==> config.mk <==
export PLATFORM = sky130hd
export DESIGN_NAME = sat_counter
export DESIGN_NICKNAME = d
export VERILOG_FILES = /design/src/rtl/count_pkg.sv /design/src/rtl/sat_counter.sv
export SDC_FILE = /design/constraint.sdc
export NUM_CORES = 1
export LEC_CHECK = 0
export BUFFER_PORTS_ARGS = -buffer_cell sky130_fd_sc_hd__buf_2
export CORE_AREA = 4 4 41 43
export CTS_BUF_LIST = sky130_fd_sc_hd__clkbuf_16
export DETAILED_ROUTE_END_ITERATION = 8
export DIE_AREA = 0 0 45 47
export PLACE_DENSITY = 0.51
export SYNTH_ARGS = -nofsm -noshare
export SYNTH_HDL_FRONTEND = slang
export SYNTH_SLANG_ARGS = --single-unit
==> constraint.sdc <==
create_clock -name clk -period 1.8 [get_ports clk]
set_input_delay 0.27 -clock clk [delete_from_list [all_inputs] [get_ports clk]]
set_output_delay 0.27 -clock clk [all_outputs]
set_load 0.05 [all_outputs]
==> src/rtl/count_pkg.sv <==
// count_pkg: shared state encoding and default parameters for count_checker.
package count_pkg;

  localparam int unsigned DEF_WIDTH    = 4;
  localparam int unsigned DEF_LOCK_CNT = 2;
  localparam int unsigned DEF_ERR_W    = 8;

  typedef enum logic [1:0] {
    SEARCH  = 2'd0,
    ACQUIRE = 2'd1,
    LOCKED  = 2'd2
  } state_t;

endpackage

==> src/rtl/sat_counter.sv <==
// sat_counter: saturating event counter; sticks at all-ones, never wraps.
module sat_counter
  import count_pkg::*;
#(
  parameter int unsigned ERR_W = DEF_ERR_W
) (
  input  logic             clk,
  input  logic             reset,
  input  logic             inc,
  output logic [ERR_W-1:0] value
);

  logic [ERR_W-1:0] r_value;

  // count each inc pulse until the counter is full
  always_ff @(posedge clk) begin
    if (reset) begin
      r_value <= '0;
    end else if (inc && (r_value != '1)) begin
      r_value <= r_value + ERR_W'(1);
    end
  end

  assign value = r_value;

endmodule

-- Word level (Yosys, flattened, before mapping)
Cells that the tools add are included.
- reductions and logical operators: 1
- eq/ne operators: 1
- add/sub/neg operators: 1
- operator list (kind ; count):
    $add 8x1->8 const B ; 1
    $ne 8x8->1 const B ; 1
    $logic_and 1x1->1 ; 1
- word-level logic and storage cells: 4
- output and inout port bits: 8
- flip-flop bits (word level): 8
- input port bits: 3

-- Logic depth before layout (Yosys ltp)
Gate-level depths: netlist (run 1).
- word-level depth: 2
- depth in mapped cells: 4
- depth with buffers taken out: 4

-- Worst setup path before layout (run 1)
No wires, ideal clock.
- kind: flip-flop to flip-flop
- start: reg r_value[0], in the netlist value[0]
- end: reg r_value[0], in the netlist value[0]
- arrival: 1.536 ns
- setup time: 0.121 ns
- setup slack: 0.143 ns
- path buffers: 0
- cell stages (with the launch flop): 5
- cell sequence: dfxtp_1 ha_1 and3_4 a21boi_4 mux2_4
- cells in the longest elaborated chain, start to end: 2
- RTL lines (element ; line ; text):
    from (decl) ; sat_counter.sv:13 ; logic [ERR_W-1:0] r_value;
    from (signal assigned) ; sat_counter.sv:20 ; r_value <= r_value + ERR_W'(1);
    parallel branches: the longest is 2 deep, another holds $add 8x1->8 ; -- ;
Parallel ways; which one is timed is not known.
A chain may end at the register's enable or synchronous reset.

-- Worst setup path in the final report (run 1)
Ends and elaborated chain as after synthesis.

==> qor.csv, run 1 <==
metric;value;unit
Setup Fix Bufs, Post-CTS;0;
top-count cell post-synth;dfxtp_1;
Comb power frac;0.072;
vias in the first global route;371;
RSZ-0062 raised after global routing;false;
number of diodes;0;
CP max FO;6;
Max VDD drop;0.000498;V
Tcrit/Tclk final;0.790;
final hold violations;0;
GRT overflow;0;
Synth async-reset ratio;0;
Switching Fraction;0.200;
Setup Viol. Count Final;0;
Static Leak;0.240;nW
CTS tree;yes;
WL/cell;13.7;um
Crit path arrival time;1540;ps
Main synth FF type;dfxtp_1;
f_max;0.703;GHz
Max Transition Viols Final;0;
Sink Count;8;
Crit Path Class;reg2reg;
initial DRC count;6;
largest cells by area after synthesis;dfxtp_1 37%, a21oi_1 5.8%, a21boi_4 4.4%;
post-route insts no fill;73;
clk buf depth;2;
total power draw;605;uW
Post-Syn Area;430;um^2
core box area;1300;um^2
setup_tns;0;ps
synth warn;0;
EDFF count, synth;0;
Pre-antenna DRT Iters;5;
post-synth top area share;0.372;
post-CTS sizing;0;
worst reg2reg path depth;4;
Hold Path Class;in2reg;
die width;45;um
internal power;484;uW
via-per-instance ratio;5.52;
Tot GR Track Use;0.115;
sequential fraction of the synthesis area;0.372;
Yosys top cell by area;dfxtp_1;
CTS clock-pin slew for the worst setup and hold paths;40;ps
full die area;2120;um^2
synthesized net count;50;
cts-stage hold buffer count;0;
synthesized area per cell;9.36;um^2
DRC violations left;0;
Psw;121;uW
Mapped Cells;46;
outcome;complete, no violations;
cell total after placement;70;
IO Count;11;
Clk pwr share;0.617;
estimated wirelength of the detail-placed design;720;um
worst skew pair latency;230;ps
r2r setup slk;380;ps
Worst Path Required;1920;ps
final core occ;0.433;
number of max-cap violations;0;
Final ANT Viol Nets;0;
Reg power frac;0.311;
FF-to-FF Start;value[0]$_SDFFE_PP0P_;
GPL Wtd Cong;0.759;
Routed WL;997;um
cell row count;13;
Worst Hold Depth;2;
total CTS buffers;3;
port bufs;10;
largest net degree at the start of global routing;9;
first-pass GRT wire length;1.67;mm
min Tclk post-route;1420;ps
Initial Util;0.331;
initial antenna violation count;0;
crit path capture type;flop;
Die Y-Extent;47;um
Netlist cell types;25;
RR Endpoint;value[0]$_SDFFE_PP0P_;
Clock Tree Root;clkbuf_16;
Max Clock Skew;0.888;ps
Max transition margin;0.815;
CP Launch Type;flop;
share of cells above drive strength 1;0.310;
# fillers;132;
worst hold start;reset;
Synth top cells by count;8 x dfxtp_1, 5 x a21oi_1, 5 x nand2_1;
Synth-to-Final Area Change;30.8;%
max reg flops;8;
Worst-Margin Slew;277;ps
register bit total from synthesis;8;
# nets final;64;
H-tree depth;1;
pwr/cell area;1070;nW/um^2
WHS Endpoint;value[7]$_SDFFE_PP0P_;
routed vias;403;
[cells in the final DEF (no fill, tap or decap), drive strengths merged]
cell / instances
a21boi: 2
nor2: 1
or3: 1
buf: 10
a211oi: 2
ha: 1
o21bai: 2
a21oi: 5
clkbuf: 3
dfxtp: 8
and3: 1
o311a: 1
inv: 1
and2b: 1
a31oi: 1
o21ai: 1
mux2i: 1
nor3: 2
nand3: 2
a311oi: 1
mux2: 1
nand4: 2
nand2: 5
and4: 2
nand2b: 1
[worst max-delay path: stages (launching register included)]
cell	delay (ps)
dfxtp_1	340
ha_1	270
and3_4	220
a21boi_4	170
mux2_4	310
[power groups by stage]
| stage | sequential [mW] | combinational [mW] | clock, mW |
|---|---|---|---|
| floorplan | 0.206 | 0.0156 | 0 |
| global placement | 0.191 | 0.0443 | 0 |
| global route | 0.190 | 0.0467 | 0.394 |
| detailed placement | 0.191 | 0.0438 | 0 |
| CTS | 0.188 | 0.0440 | 0.384 |
| finish | 0.188 | 0.0436 | 0.373 |
[layout make-up]
class,count,area (um^2),area share
Clock buffer,3,75.1,0.133
Sequential cell,8,160,0.284
Tap cell,15,18.8,0.0333
Multi-Input combinational cell,36,255,0.453
Timing Repair Buffer,10,50.0,0.0889
Inverter,1,3.75,0.00667
[per-layer routing]
layer | wire length [um] | up-vias | share of wire | global-route usage
met5 | 0 | - | 0 | 0
met4 | 0 | 0 | 0 | 0.0702
met3 | 31 | 0 | 0.031 | 0.0345
met2 | 455 | 11 | 0.46 | 0.169
met1 | 511 | 188 | 0.51 | 0.146
li1 | - | 204 | - | -
[worst max-delay path by stage]
stage	from	endpoint	slack (ps)
global route	value[0]$_SDFFE_PP0P_	value[0]$_SDFFE_PP0P_	330
global placement	value[0]$_SDFFE_PP0P_	value[0]$_SDFFE_PP0P_	410
CTS	value[0]$_SDFFE_PP0P_	value[0]$_SDFFE_PP0P_	370
detailed placement	value[0]$_SDFFE_PP0P_	value[0]$_SDFFE_PP0P_	380
finish	value[0]$_SDFFE_PP0P_	value[0]$_SDFFE_PP0P_	380
floorplan	value[0]$_SDFFE_PP0P_	value[0]$_SDFFE_PP0P_	140
[logic make-up after synthesis]
logic type	count (synthesis)	synth area share
buffers and inverters	2	0.0349
adder cells (fa/ha/maj)	1	0.0291
AO/OA/AOI/OAI	15	0.259
flip-flops	8	0.372
AND/OR/NAND/NOR	18	0.247
multiplexers	2	0.0581
[per-stage QoR]
step	setup slack (ps)	hold slack (ps)	instance area [um^2]
3_3_place_gp	410	501	488
2_1_floorplan	143	342	430
4_1_cts	375	325	563
3_5_place_dp	381	498	488
6_report	379	326	563
5_1_grt	329	335	563
(Power assumes the default switching activity.)
==> run 2: changes to the inputs <==
Settings changed: PLACE_DENSITY 0.51 to 0.53.
Clock period 1.8 ns to 1.3 ns, I/O delays scaled along.
==> run 2 against run 1 <==
Effect of this change:
- non-clock buffer count up 4
- largest power group unchanged
- utilization up 5.2 points
- combinational power up 66%
==> qor.csv, run 2 (synthesis results as in run 1) <==
metric;value;unit;change
min Tclk post-route;1260;ps;-165 ps
Static Leak;0.269;nW;+12%
fin area;631;um^2;+12%
Sink Count;8;;unchanged
max reg flops;8;;unchanged
Clock Tree Root;clkbuf_16;;
Pre-antenna DRT Iters;4;;-1
post-route insts no fill;78;;+6.8%
GPL Wtd Cong;0.712;;-6.1%
Crit Path Class;reg2reg;;
CP Launch Type;flop;;
first-pass GRT wire length;1.86;mm;+12%
Tot GR Track Use;0.131;;+0.0157
cts-stage hold buffer count;0;;unchanged
worst skew pair latency;240;ps;about the same
Worst-Margin Slew;249;ps;-27.8 ps
H-tree depth;1;;unchanged
vias in the first global route;410;;+11%
cell row count;13;;unchanged
via-per-instance ratio;5.44;;-1.5%
cell total after placement;74;;+5.7%
Die Y-Extent;47;um;unchanged
Initial Util;0.331;;unchanged
Synth-to-Final Area Change;46.5;%;
setup_tns;0;ps;unchanged
Crit path arrival time;1380;ps;-160 ps
crit path capture type;flop;;
most common library cell in the layout ignoring fill and taps;buf_2;;
Hold Path Class;in2reg;;
Max VDD drop;0.000733;V;+47%
estimated wirelength of the detail-placed design;740;um;+2.8%
final hold violations;0;;unchanged
final core occ;0.485;;+0.0519
Routed WL;1.03;mm;+3.7%
Tcrit/Tclk final;0.967;;+0.177
clk buf depth;2;;unchanged
RSZ-0062 raised after global routing;false;;
number of diodes;0;;unchanged
CTS clock-pin slew for the worst setup and hold paths;40;ps;about the same
worst setup margin;43.3;ps;-335 ps
routed vias;424;;+5.2%
post-CTS sizing;0;;unchanged
number of max-cap violations;0;;unchanged
IO Count;11;;unchanged
pwr/cell area;1370;nW/um^2;+28%
GRT overflow;0;;unchanged
core box area;1300;um^2;unchanged
Max transition margin;0.835;;+0.0197
initial DRC count;4;;-2
Post-DP Area;551;um^2;+13%
CP max FO;5;;-1
outcome;complete, no violations;;
# nets final;68;;+6.3%
total CTS buffers;3;;unchanged
largest net degree at the start of global routing;9;;unchanged
Setup Fix Bufs, Post-CTS;0;;unchanged
port bufs;10;;unchanged
initial antenna violation count;0;;unchanged
Worst Path Required;1420;ps;-500 ps
die width;45;um;unchanged
full die area;2120;um^2;unchanged
share of cells above drive strength 1;0.508;;+0.198
r2r setup slk;40;ps;-340 ps
commonest cells after routing, fill and taps aside;10 x buf_2, 5 x a21oi_1, 5 x nand2_1;;
DP Worst Slack;48.0;ps;-333 ps
f_max;0.796;GHz;+13%
Setup Viol. Count Final;0;;unchanged
DRC violations left;0;;unchanged
Max Clock Skew;2.85;ps;+1.97 ps
CTS tree;yes;;
Max Transition Viols Final;0;;unchanged
Final ANT Viol Nets;0;;unchanged
WL/cell;13.3;um;-2.9%
-- run 2: cell types whose count changed in the layout (fill, tap and decap cells not counted) --
cell,delta
dfxtp_1,-8
dfxtp_4,+4
buf_4,+4
and4_2,+1
ha_4,+1
dfxtp_2,+4
inv_1,+1
ha_1,-1
and4_1,-1
-- run 2: worst paths after layout --
| path | startpoint | end | cells past startpoint |
|---|---|---|---|
| min reg2reg | value[5]$_SDFFE_PP0P_ | value[5]$_SDFFE_PP0P_ | 1 |
| min | reset | value[7]$_SDFFE_PP0P_ | 2 |
| max reg2reg | value[1]$_SDFFE_PP0P_ | value[0]$_SDFFE_PP0P_ | 4 |
| max | value[1]$_SDFFE_PP0P_ | value[0]$_SDFFE_PP0P_ | 4 |
-- run 2: worst max-delay path, cell delays in order (launching register included) --
cell and delay (ps):
dfxtp_4 350, ha_4 160, and3_4 190, a21boi_4 140, mux2_4 300
-- run 2: layout make-up --
class | count | area, um^2
well taps | 15 | 18.8
repair buffers | 14 | 80.1
multi-input cells | 36 | 269
inverters | 1 | 3.75
flip-flops and latches | 8 | 180
clock inverters | 1 | 3.75
clock buffers | 3 | 75.1
fillers | 135 | 671
-- run 2: metrics by stage --
step           total power, mW  hold slack [ps]
2_1_floorplan            0.308              260
3_3_place_gp             0.336              457
3_5_place_dp             0.334              463
4_1_cts                  0.881              229
5_1_grt                  0.896              253
6_report                 0.864              232
-- run 2: report_power, final --
group / leakage (nW) / internal [mW] / switching, mW
Clock: 0.0423 / 0.402 / 0.133
Sequential: 0.0698 / 0.249 / 0.00849
Combinational: 0.157 / 0.0285 / 0.0440
-- run 2: routing by layer --
layer	track usage	up-vias	share of wire
met3	0.0575	3	0.074
li1	-	213	-
met1	0.160	194	0.45
met4	0.0877	0	0.020
met2	0.184	14	0.45
met5	0	-	0
==> run 3: changes to the inputs <==
Settings changed: SETUP_SLACK_MARGIN set to 0.15.
==> run 3 against run 2 <==
Effect of this change:
- sequential share of layout area fell by 0.85 points
- hold slack improved by 8.3 ps
- worst setup slack improved by 1.3 ps
- clock skew rose by 0.50 ps
- design area rose by 7.3%
- wire length fell by 1.4%
- sequential power fell by 3%
- register-to-register slack barely moved
- utilization rose by 3.6 points
==> qor.csv, run 3 (synthesis results as in run 1) <==
metric;value;unit;change
Max VDD drop;0.000761;V;+3.8%
Post-DP Area;558;um^2;+1.4%
max reg flops;8;;unchanged
die width;45;um;unchanged
CP max FO;3;;-2
Cell Chain, Critical Path;ha_4 > and3_4 > a21boi_4 > mux2_4;;
Crit Path Class;reg2reg;;
Synth-to-Final Area Change;57.3;%;
Worst Path Required;1420;ps;about the same
clk buf depth;2;;unchanged
FF-to-FF Start;value[1]$_SDFFE_PP0P_;;
Tcrit/Tclk final;0.966;;-0.00103
CTS tree;yes;;
port bufs;10;;unchanged
cell row count;13;;unchanged
Routed WL;1.02;mm;-1.4%
RR Endpoint;value[0]$_SDFFE_PP0P_;;
final hold violations;0;;unchanged
Die Y-Extent;47;um;unchanged
vias in the first global route;410;;unchanged
initial DRC count;2;;-2
WL/cell;12.8;um;-3.8%
pwr/cell area;1270;nW/um^2;-7.0%
WP buf/inv;0;;unchanged
CTS clock-pin slew for the worst setup and hold paths;40;ps;about the same
Sink Count;8;;unchanged
f_max;0.797;GHz;+0.11%
number of diodes;0;;unchanged
via-per-instance ratio;5.30;;-2.5%
IO Count;11;;unchanged
# nets final;70;;+2.9%
Crit path max-delay family;flip-flops;;
cts-stage hold buffer count;0;;unchanged
RSZ-0062 raised after global routing;true;;
GPL Wtd Cong;0.714;;+0.21%
Initial Util;0.331;;unchanged
min Tclk post-route;1260;ps;-1.34 ps
total power draw;862;uW;-0.22%
crit path capture type;flop;;
r2r setup slk;40;ps;about the same
Max transition margin;0.835;;about the same
share of cells above drive strength 1;0.538;;+0.0305
Tot GR Track Use;0.126;;-0.00465
fin area;677;um^2;+7.3%
first-pass GRT wire length;1.82;mm;-2.3%
Clock Tree Root;clkbuf_16;;
core box area;1300;um^2;unchanged
worst skew pair latency;230;ps;about the same
most common library cell in the layout ignoring fill and taps;buf_4;;
Pre-antenna DRT Iters;4;;unchanged
Final ANT Viol Nets;0;;unchanged
largest net degree at the start of global routing;9;;unchanged
CP endpoint;value[0]$_SDFFE_PP0P_;;
estimated wirelength of the detail-placed design;763;um;+3.1%
CP Launch Type;flop;;
Hold Slack;240;ps;+8.27 ps
DRC violations left;0;;unchanged
worst reg2reg path depth;4;;unchanged
Critical-path top delay cell;dfxtp_4;;
Worst-Margin Slew;249;ps;-0.894 ps
Max Clock Skew;3.35;ps;+0.501 ps
Levels on crit path;4;;unchanged
routed vias;424;;unchanged
Setup Viol. Count Final;0;;unchanged
Hold Path Class;in2reg;;
commonest cells after routing, fill and taps aside;8 x buf_4, 7 x buf_2, 7 x dfxtp_4;;
Max Transition Viols Final;0;;unchanged
initial antenna violation count;0;;unchanged
Crit. Startpoint;value[1]$_SDFFE_PP0P_;;
Static Leak;0.288;nW;+6.9%
number of max-cap violations;0;;unchanged
H-tree depth;1;;unchanged
Crit path arrival time;1380;ps;about the same
CP max stage delay;340;ps;about the same
outcome;complete, no violations;;
full die area;2120;um^2;unchanged
total CTS buffers;3;;unchanged
GRT overflow;0;;unchanged
==> run 3: changes by cell type in the layout (fill, tap and decap cells not counted), sizes merged <==
cell	previous run	this run
buf	14	16
==> run 3: how the worst min path moves through the flow <==
stage / start / end / slack [ps] / cells past startpoint
2_1_floorplan: reset / value[5]$_SDFFE_PP0P_ / 260 / 1
3_3_place_gp: value[5]$_SDFFE_PP0P_ / value[5]$_SDFFE_PP0P_ / 450 / 1
3_5_place_dp: value[5]$_SDFFE_PP0P_ / value[5]$_SDFFE_PP0P_ / 450 / 1
4_1_cts: reset / value[5]$_SDFFE_PP0P_ / 230 / 2
5_1_grt: reset / value[5]$_SDFFE_PP0P_ / 270 / 2
6_report: reset / value[5]$_SDFFE_PP0P_ / 240 / 2
==> run 3: stage by stage <==
stage / setup TNS [ps] / setup slack, ps / utilization / cells
floorplan: -31.7 / -31.7 / - / 46
global placement: 0 / 32.2 / 0.429 / 74
detailed placement: 0 / 24.5 / 0.429 / 74
CTS: 0 / 30.3 / 0.508 / 80
global route: 0 / 6.00 / 0.520 / 80
finish: 0 / 44.6 / 0.520 / 80
==> run 3: area by class of cell <==
type / instances / area, um^2
Clock buffer: 3 / 75.1
Clock inverter: 1 / 3.75
Sequential cell: 8 / 188
Tap cell: 15 / 18.8
Fill cell: 132 / 624
Inverter: 1 / 3.75
Multi-Input combinational cell: 36 / 282
Timing Repair Buffer: 16 / 106
==> run 3: metal layers <==
layer	up-vias	GRT usage	share of wire
met5	-	0	0
met4	0	0.0702	0.014
met3	3	0.0690	0.080
met2	12	0.186	0.45
met1	191	0.144	0.45
li1	218	-	-
==> run 3: worst register-to-register path, cell delays in order (launching register included) <==
cell and delay, ps:
dfxtp_4 340, ha_4 150, and3_4 190, a21boi_4 150, mux2_4 310
==> run 3: what timing repair did <==
action | 4_1_cts | 5_1_grt
setup buffers | 2 | 0
pin swaps | 2 | 1
gates resized for setup | 3 | 5
setup endpoints to repair | 6 | 8
==> run 3: report_power, final <==
| part | switching [mW] | leakage, nW | internal [mW] |
|---|---|---|---|
| logic | 0.0477 | 0.175 | 0.0363 |
| registers | 0.00692 | 0.0707 | 0.243 |
| clock network | 0.127 | 0.0423 | 0.401 |
| total | 0.182 | 0.288 | 0.681 |
